**config.mk**
```make
export PLATFORM = sky130hd
export DESIGN_NAME = instr_fetch_unit_flat
export DESIGN_NICKNAME = d
export VERILOG_FILES = /design/src/rtl/instr_fetch_unit_if.sv /design/src/rtl/instr_fetch_unit.sv /design/src/flat_wrapper.sv
export SDC_FILE = /design/constraint.sdc
export NUM_CORES = 1
export LEC_CHECK = 0
export CAP_MARGIN = 20
export CORE_ASPECT_RATIO = 1.4
export CORE_MARGIN = 2
export CORE_UTILIZATION = 54
export CTS_CLUSTER_SIZE = 8
export DETAILED_ROUTE_END_ITERATION = 10
export PLACE_DENSITY = 0.83
export SKIP_CTS_REPAIR_TIMING = 1
export SLEW_MARGIN = 10
export SYNTH_ARGS = -nofsm -noshare
export SYNTH_HDL_FRONTEND = slang
export SYNTH_SLANG_ARGS = --single-unit
```
**constraint.sdc**
```tcl
create_clock -name clk -period 6.75 [get_ports clk]
set_input_delay 1.0125 -clock clk [delete_from_list [all_inputs] [get_ports clk]]
set_output_delay 1.0125 -clock clk [all_outputs]
set_load 0.005 [all_outputs]
```
**src/rtl/instr_fetch_unit_if.sv**
```systemverilog
// rtl/instr_fetch_unit_if.sv - instruction memory and fetch/decode handshake bundle
//
// Purpose: groups the instruction-memory request/grant/response signals and the
// fetch-to-decode (IF/ID) signals so they travel as one port.
// Signals:
//   imem_req, imem_addr[31:0]           fetch request and word-aligned byte address
//   imem_gnt                            memory accepts the request this cycle
//   imem_rvalid, imem_rdata[31:0]       read response
//   ifid_valid, ifid_ready              head-of-buffer handshake with decode
//   ifid_instr, ifid_opcode, ifid_pc,
//   ifid_pc4                            head instruction, its opcode, PC and PC+4
// Modports: master = fetch unit side, slave = memory/decode side.

interface instr_fetch_unit_if;
   logic        imem_req;
   logic [31:0] imem_addr;
   logic        imem_gnt;
   logic        imem_rvalid;
   logic [31:0] imem_rdata;
   logic        ifid_valid;
   logic        ifid_ready;
   logic [31:0] ifid_instr;
   logic [5:0]  ifid_opcode;
   logic [31:0] ifid_pc;
   logic [31:0] ifid_pc4;

   modport master (
      output imem_req, imem_addr,
      input  imem_gnt, imem_rvalid, imem_rdata,
      output ifid_valid, ifid_instr, ifid_opcode, ifid_pc, ifid_pc4,
      input  ifid_ready
   );

   modport slave (
      input  imem_req, imem_addr,
      output imem_gnt, imem_rvalid, imem_rdata,
      input  ifid_valid, ifid_instr, ifid_opcode, ifid_pc, ifid_pc4,
      output ifid_ready
   );
endinterface

```
**src/rtl/instr_fetch_unit.sv**
```systemverilog
// rtl/instr_fetch_unit.sv - MIPS instruction fetch unit with PC, memory handshake and buffer
//
// Purpose: owns the PC, issues one request at a time to instruction memory,
// queues returned words in a small FIFO whose head feeds decode, and handles
// branch redirects (flush, retarget, discard of in-flight responses).
// Ports:
//   clk            system clock, rising edge
//   rst            synchronous active-high reset
//   bus            instr_fetch_unit_if.master (imem_* and ifid_* signals)
//   branch_taken   redirect pulse from execute
//   branch_target  redirect address, bits [1:0] forced to zero

module instr_fetch_unit #(
   parameter logic [31:0] RESET_PC  = 32'h0000_0000,
   parameter int          BUF_DEPTH = 2
) (
   input  logic                      clk,
   input  logic                      rst,
   instr_fetch_unit_if.master        bus,
   input  logic                      branch_taken,
   input  logic [31:0]               branch_target
);
   localparam int AW = $clog2(BUF_DEPTH);

   typedef enum logic [1:0] {IDLE, REQ, WAIT} state_t;

   state_t        state, state_next;
   logic [31:0]   pc, pc_next;
   logic [31:0]   req_addr;
   logic          outstanding, outstanding_next;
   logic          drop, drop_next;
   logic [AW:0]   count, count_next;
   logic [AW-1:0] head, tail;
   logic [31:0]   fifo_instr [BUF_DEPTH];
   logic [31:0]   fifo_pc    [BUF_DEPTH];

   logic          resp, push, pop;
   logic [31:0]   target;

   assign target = branch_target & ~32'h3;

   // A response only counts while a request is in flight; anything else
   // (e.g. one arriving after reset) is ignored.
   assign resp = bus.imem_rvalid & outstanding;
   assign push = resp & ~drop & ~branch_taken;
   assign pop  = (count != '0) & bus.ifid_ready & ~branch_taken;

   always_comb begin
      state_next       = state;
      pc_next          = pc;
      outstanding_next = outstanding;
      drop_next        = drop;
      count_next       = branch_taken ? '0
                       : count + (AW+1)'(push) - (AW+1)'(pop);

      if (branch_taken)
         pc_next = target;

      case (state)
         IDLE: begin
            if (branch_taken ||
                (count + (AW+1)'(outstanding)) < (AW+1)'(BUF_DEPTH))
               state_next = REQ;
         end
         REQ: begin
            if (bus.imem_gnt) begin
               if (!branch_taken)
                  pc_next = pc + 32'd4;
               outstanding_next = 1'b1;
               // Granted in the same cycle as a redirect: the word belongs
               // to the old path, so mark it for discard.
               drop_next        = branch_taken;
               state_next       = WAIT;
            end
         end
         WAIT: begin
            if (resp) begin
               outstanding_next = 1'b0;
               drop_next        = 1'b0;
               state_next       = (count_next < (AW+1)'(BUF_DEPTH)) ? REQ : IDLE;
            end else if (branch_taken) begin
               drop_next = 1'b1;
            end
         end
         default: state_next = IDLE;
      endcase
   end

   always_ff @(posedge clk) begin
      if (rst) begin
         state       <= IDLE;
         pc          <= RESET_PC;
         req_addr    <= RESET_PC;
         outstanding <= 1'b0;
         drop        <= 1'b0;
         count       <= '0;
         head        <= '0;
         tail        <= '0;
      end else begin
         state       <= state_next;
         pc          <= pc_next;
         outstanding <= outstanding_next;
         drop        <= drop_next;
         count       <= count_next;
         if (state == REQ && bus.imem_gnt)
            req_addr <= pc;
         if (branch_taken) begin
            head <= '0;
            tail <= '0;
         end else begin
            head <= head + AW'(pop);
            tail <= tail + AW'(push);
         end
      end
   end

   always_ff @(posedge clk) begin
      if (push) begin
         fifo_instr[tail] <= bus.imem_rdata;
         fifo_pc[tail]    <= req_addr;
      end
   end

   assign bus.imem_req    = (state == REQ);
   assign bus.imem_addr   = pc;
   assign bus.ifid_valid  = (count != '0);
   assign bus.ifid_instr  = bus.ifid_valid ? fifo_instr[head] : 32'h0;
   assign bus.ifid_pc     = bus.ifid_valid ? fifo_pc[head]    : 32'h0;
   assign bus.ifid_pc4    = bus.ifid_pc + 32'd4;
   assign bus.ifid_opcode = bus.ifid_instr[31:26];
endmodule
```
**src/flat_wrapper.sv**
```systemverilog
// flat-port wrapper written by rule: the top's interface ports become plain ports
module instr_fetch_unit_flat 
#(
   parameter logic [31:0] RESET_PC  = 32'h0000_0000,
   parameter int          BUF_DEPTH = 2
)
  (clk, rst, branch_taken, branch_target, bus_imem_req, bus_imem_addr, bus_imem_gnt, bus_imem_rvalid, bus_imem_rdata, bus_ifid_valid, bus_ifid_instr, bus_ifid_opcode, bus_ifid_pc, bus_ifid_pc4, bus_ifid_ready);
  instr_fetch_unit_if bus_i ();
  input  logic clk;
  input  logic rst;
  input  logic branch_taken;
  input  logic [31:0] branch_target;
  output wire logic [$bits(bus_i.imem_req)-1:0] bus_imem_req;
  output wire logic [$bits(bus_i.imem_addr)-1:0] bus_imem_addr;
  input wire logic [$bits(bus_i.imem_gnt)-1:0] bus_imem_gnt;
  input wire logic [$bits(bus_i.imem_rvalid)-1:0] bus_imem_rvalid;
  input wire logic [$bits(bus_i.imem_rdata)-1:0] bus_imem_rdata;
  output wire logic [$bits(bus_i.ifid_valid)-1:0] bus_ifid_valid;
  output wire logic [$bits(bus_i.ifid_instr)-1:0] bus_ifid_instr;
  output wire logic [$bits(bus_i.ifid_opcode)-1:0] bus_ifid_opcode;
  output wire logic [$bits(bus_i.ifid_pc)-1:0] bus_ifid_pc;
  output wire logic [$bits(bus_i.ifid_pc4)-1:0] bus_ifid_pc4;
  input wire logic [$bits(bus_i.ifid_ready)-1:0] bus_ifid_ready;
  assign bus_imem_req = bus_i.imem_req;
  assign bus_imem_addr = bus_i.imem_addr;
  assign bus_i.imem_gnt = bus_imem_gnt;
  assign bus_i.imem_rvalid = bus_imem_rvalid;
  assign bus_i.imem_rdata = bus_imem_rdata;
  assign bus_ifid_valid = bus_i.ifid_valid;
  assign bus_ifid_instr = bus_i.ifid_instr;
  assign bus_ifid_opcode = bus_i.ifid_opcode;
  assign bus_ifid_pc = bus_i.ifid_pc;
  assign bus_ifid_pc4 = bus_i.ifid_pc4;
  assign bus_i.ifid_ready = bus_ifid_ready;
  instr_fetch_unit #(.RESET_PC(RESET_PC), .BUF_DEPTH(BUF_DEPTH)) u_core (.clk(clk), .rst(rst), .bus(bus_i), .branch_taken(branch_taken), .branch_target(branch_target));
endmodule
```
==> run metrics <==
FF+latch count, synth=200; type of the worst min-delay path=register to register; DIE AREA=0.0176 mm^2; 1st-pass router iterations=4; R2R setup slack=4.15 ns; cell taking the most area after synthesis=edfxtp_1; # diodes=0; Port Buffers=203; Inserted Clock Buffers=17; CP Class=register to output port; Pleak=3.97 nW; Routed WL=19600 um; CP startpoint=u_core.head; r2r worst-path depth=12; DR iter-0 viols=358; status=completed; Startpoint Class=register; Final Skew=0.0120 ns; wire per inst=16.7 um; Post-Synth Simple-Gate Area=16.8%; Synth Area in Compound Gates=5.86%; Nets=1044; post-synthesis xor/xnor area fraction=5.94%; met1 Use GR=27.2%; total grt overflow=0; filler cell count=1165; CTS sink count=200; library cells used by synthesis=49; Rows=55; # Max-Cap Violations=0; crit share post-route=76.5%; syn_area_per_cell=11.4 um^2; Slew Viols, Final=0; Total GRT Usage=22.7%; layout cell share with drive strength beyond 1=7.27%; post-synthesis cell area=0.00893 mm^2; Ys Warns=0; Worst EP arrival=4.15 ns; die width=113 um; area share of fa/ha/maj cells after synthesis=1.40%; die height=156 um; root buffer cell=clkbuf_16; setup TNS=0 ns; total power=2.76 mW; Max-slew headroom=37.6%; global-route met2 utilization=40.9%; endpoint type of the worst setup path=output port; clock buffer depth=2; Max FO, Critical Path=46; Synth async-reset ratio=0%; largest net degree at the start of global routing=71; core area=0.0162 mm^2; top-area cell type share of the netlist area=43.0%; Slew @ Worst Pin=0.929 ns; Post-synth EDFFs=128; combinational family with the most area after synthesis=simple AND/OR/NAND/NOR gates; Critical Path RT=5.74 ns; FF-to-FF Start=u_core.count[0]; Final Wtd Congestion=0.770; hpwl dp=13600 um; minimum clock period after layout=5.16 ns; power per cell area=236 mW/mm^2; setup violators final=0; Clock Latency Late Sink=0.43 ns; Final Cell Area=0.0117 mm^2; Hold Crit Depth=0; H-tree depth=4; Post-Syn Nets=861; DRC=0; Layout area overhead=30.7%; met3 GRT Util=4.08%; initial antenna violation count=0; register area share after synthesis=59.2%; placed cell areas=0.0110 mm^2; antenna viol nets, final=0; TritonCTS clock tree=done; RSZ-0062 raised after global routing=no; Peak Freq=0.194 GHz; clock-pin slew on the worst setup and hold paths=0.07 ns; top_reg_cell synth=edfxtp_1; post-synthesis mux area share=7.20%; Util after Layout=72.2%; hold path startpoint=u_core.req_addr[22]; IO Count=206; first-pass GRT wire length=31800 um; GRT busiest layer=met2; Syn Inst Count=781; vias in the first global route=6449; Worst VDD drop=0.163 mV; Final Hold Fails=0; Synth area leaders=edfxtp_1, dfxtp_1, mux2i_1; Initial Util=55.2%; Vias=6354; drt via density=5.40
## path summary, 6_finish.rpt
path                      endpoint
max               bus_ifid_pc4[25]
min          u_core.fifo_pc[1][22]
max reg2reg        u_core.state[0]
min reg2reg  u_core.fifo_pc[1][22]
## flip-flops by register name, indices dropped and copies added, names as in the netlist
register	flops
u_core.head	1
u_core.outstanding	1
u_core.fifo_pc	64
u_core.bus.imem_addr	32
u_core.req_addr	32
u_core.state	2
u_core.tail	1
u_core.fifo_instr	64
u_core.count	2
u_core.drop	1
## through the flow
stage                     cells  setup slack [ns]  hold slack [ns]
after detailed placement   1142              2.06            0.440
after CTS                  1174              1.59            0.458
after global routing       1176              1.33            0.477
final                      1176              1.59            0.457
after global placement     1142              2.10            0.432
after floorplan             781              3.15            0.425
## metal layers
metal	wire [um]	share of wire (%)	up-vias
met5	0	0	-
li1	-	-	3121
met1	8050	41	3008
met2	10200	52	193
met4	416	2.1	0
met3	966	4.9	32
## worst max-delay path, cell delays in order, from the launching register on
cell	delay [ns]
dfxtp_4	0.80
buf_4	0.60
mux2i_1	0.13
or2_2	0.37
inv_2	0.10
nand3_1	0.45
nor4_1	0.50
xor2_1	0.17
clkdlybuf4s50_1	0.53
## cell families after synthesis
logic type	count (synthesis)
multiplexers	64
buffers and inverters	62
AND/OR/NAND/NOR	304
flip-flops	200
adder cells (fa/ha/maj)	10
XOR/XNOR	59
AO/OA/AOI/OAI	82
## cells in the mapped netlist, drive strengths merged, types with 2 or more instances
cell / count
dfxtp: 72
mux2: 2
a211oi: 22
a22oi: 2
clkbuf: 25
a21oi: 48
ha: 10
inv: 14
edfxtp: 128
and4: 4
and2: 5
buf: 23
nand4: 16
xnor2: 15
o21ai: 4
nor3: 16
nor4b: 2
nor4: 12
nand3: 29
nor2: 95
or3: 2
xor2: 43
and3: 4
a311oi: 2
nand3b: 7
nand2: 108
mux2i: 62
## placed cells by master, fill, tap and decap left out, types with 5 or more instances in the layout
cell type	count
clkdlybuf4s50_1	202
edfxtp_1	128
nand2_1	108
nor2_1	93
dfxtp_1	71
mux2i_1	62
a21oi_1	48
xor2_1	43
nand3_1	29
a211oi_1	20
clkbuf_16	18
xnor2_1	15
nor3_1	15
nand4_1	14
inv_1	13
ha_1	8
buf_4	7
nor4_2	6
and2_1	5
nor4_1	5
## area by class of cell
type	count	area (um^2)	share of cell area, %
Tap cell	199	249	2.13
Sequential cell	200	5290	45.3
Clock buffer	18	450	3.86
Timing Repair Buffer	212	2110	18.0
Multi-Input combinational cell	519	3330	28.5
Inverter	14	52.6	0.450
Clock inverter	14	196	1.68
## power breakdown
group          internal (mW)  total, mW  switching [mW]
Sequential              1.35       1.39          0.0405
Clock                  0.593       1.08           0.490
Combinational          0.138      0.280           0.142
(Power assumes the default switching activity.)
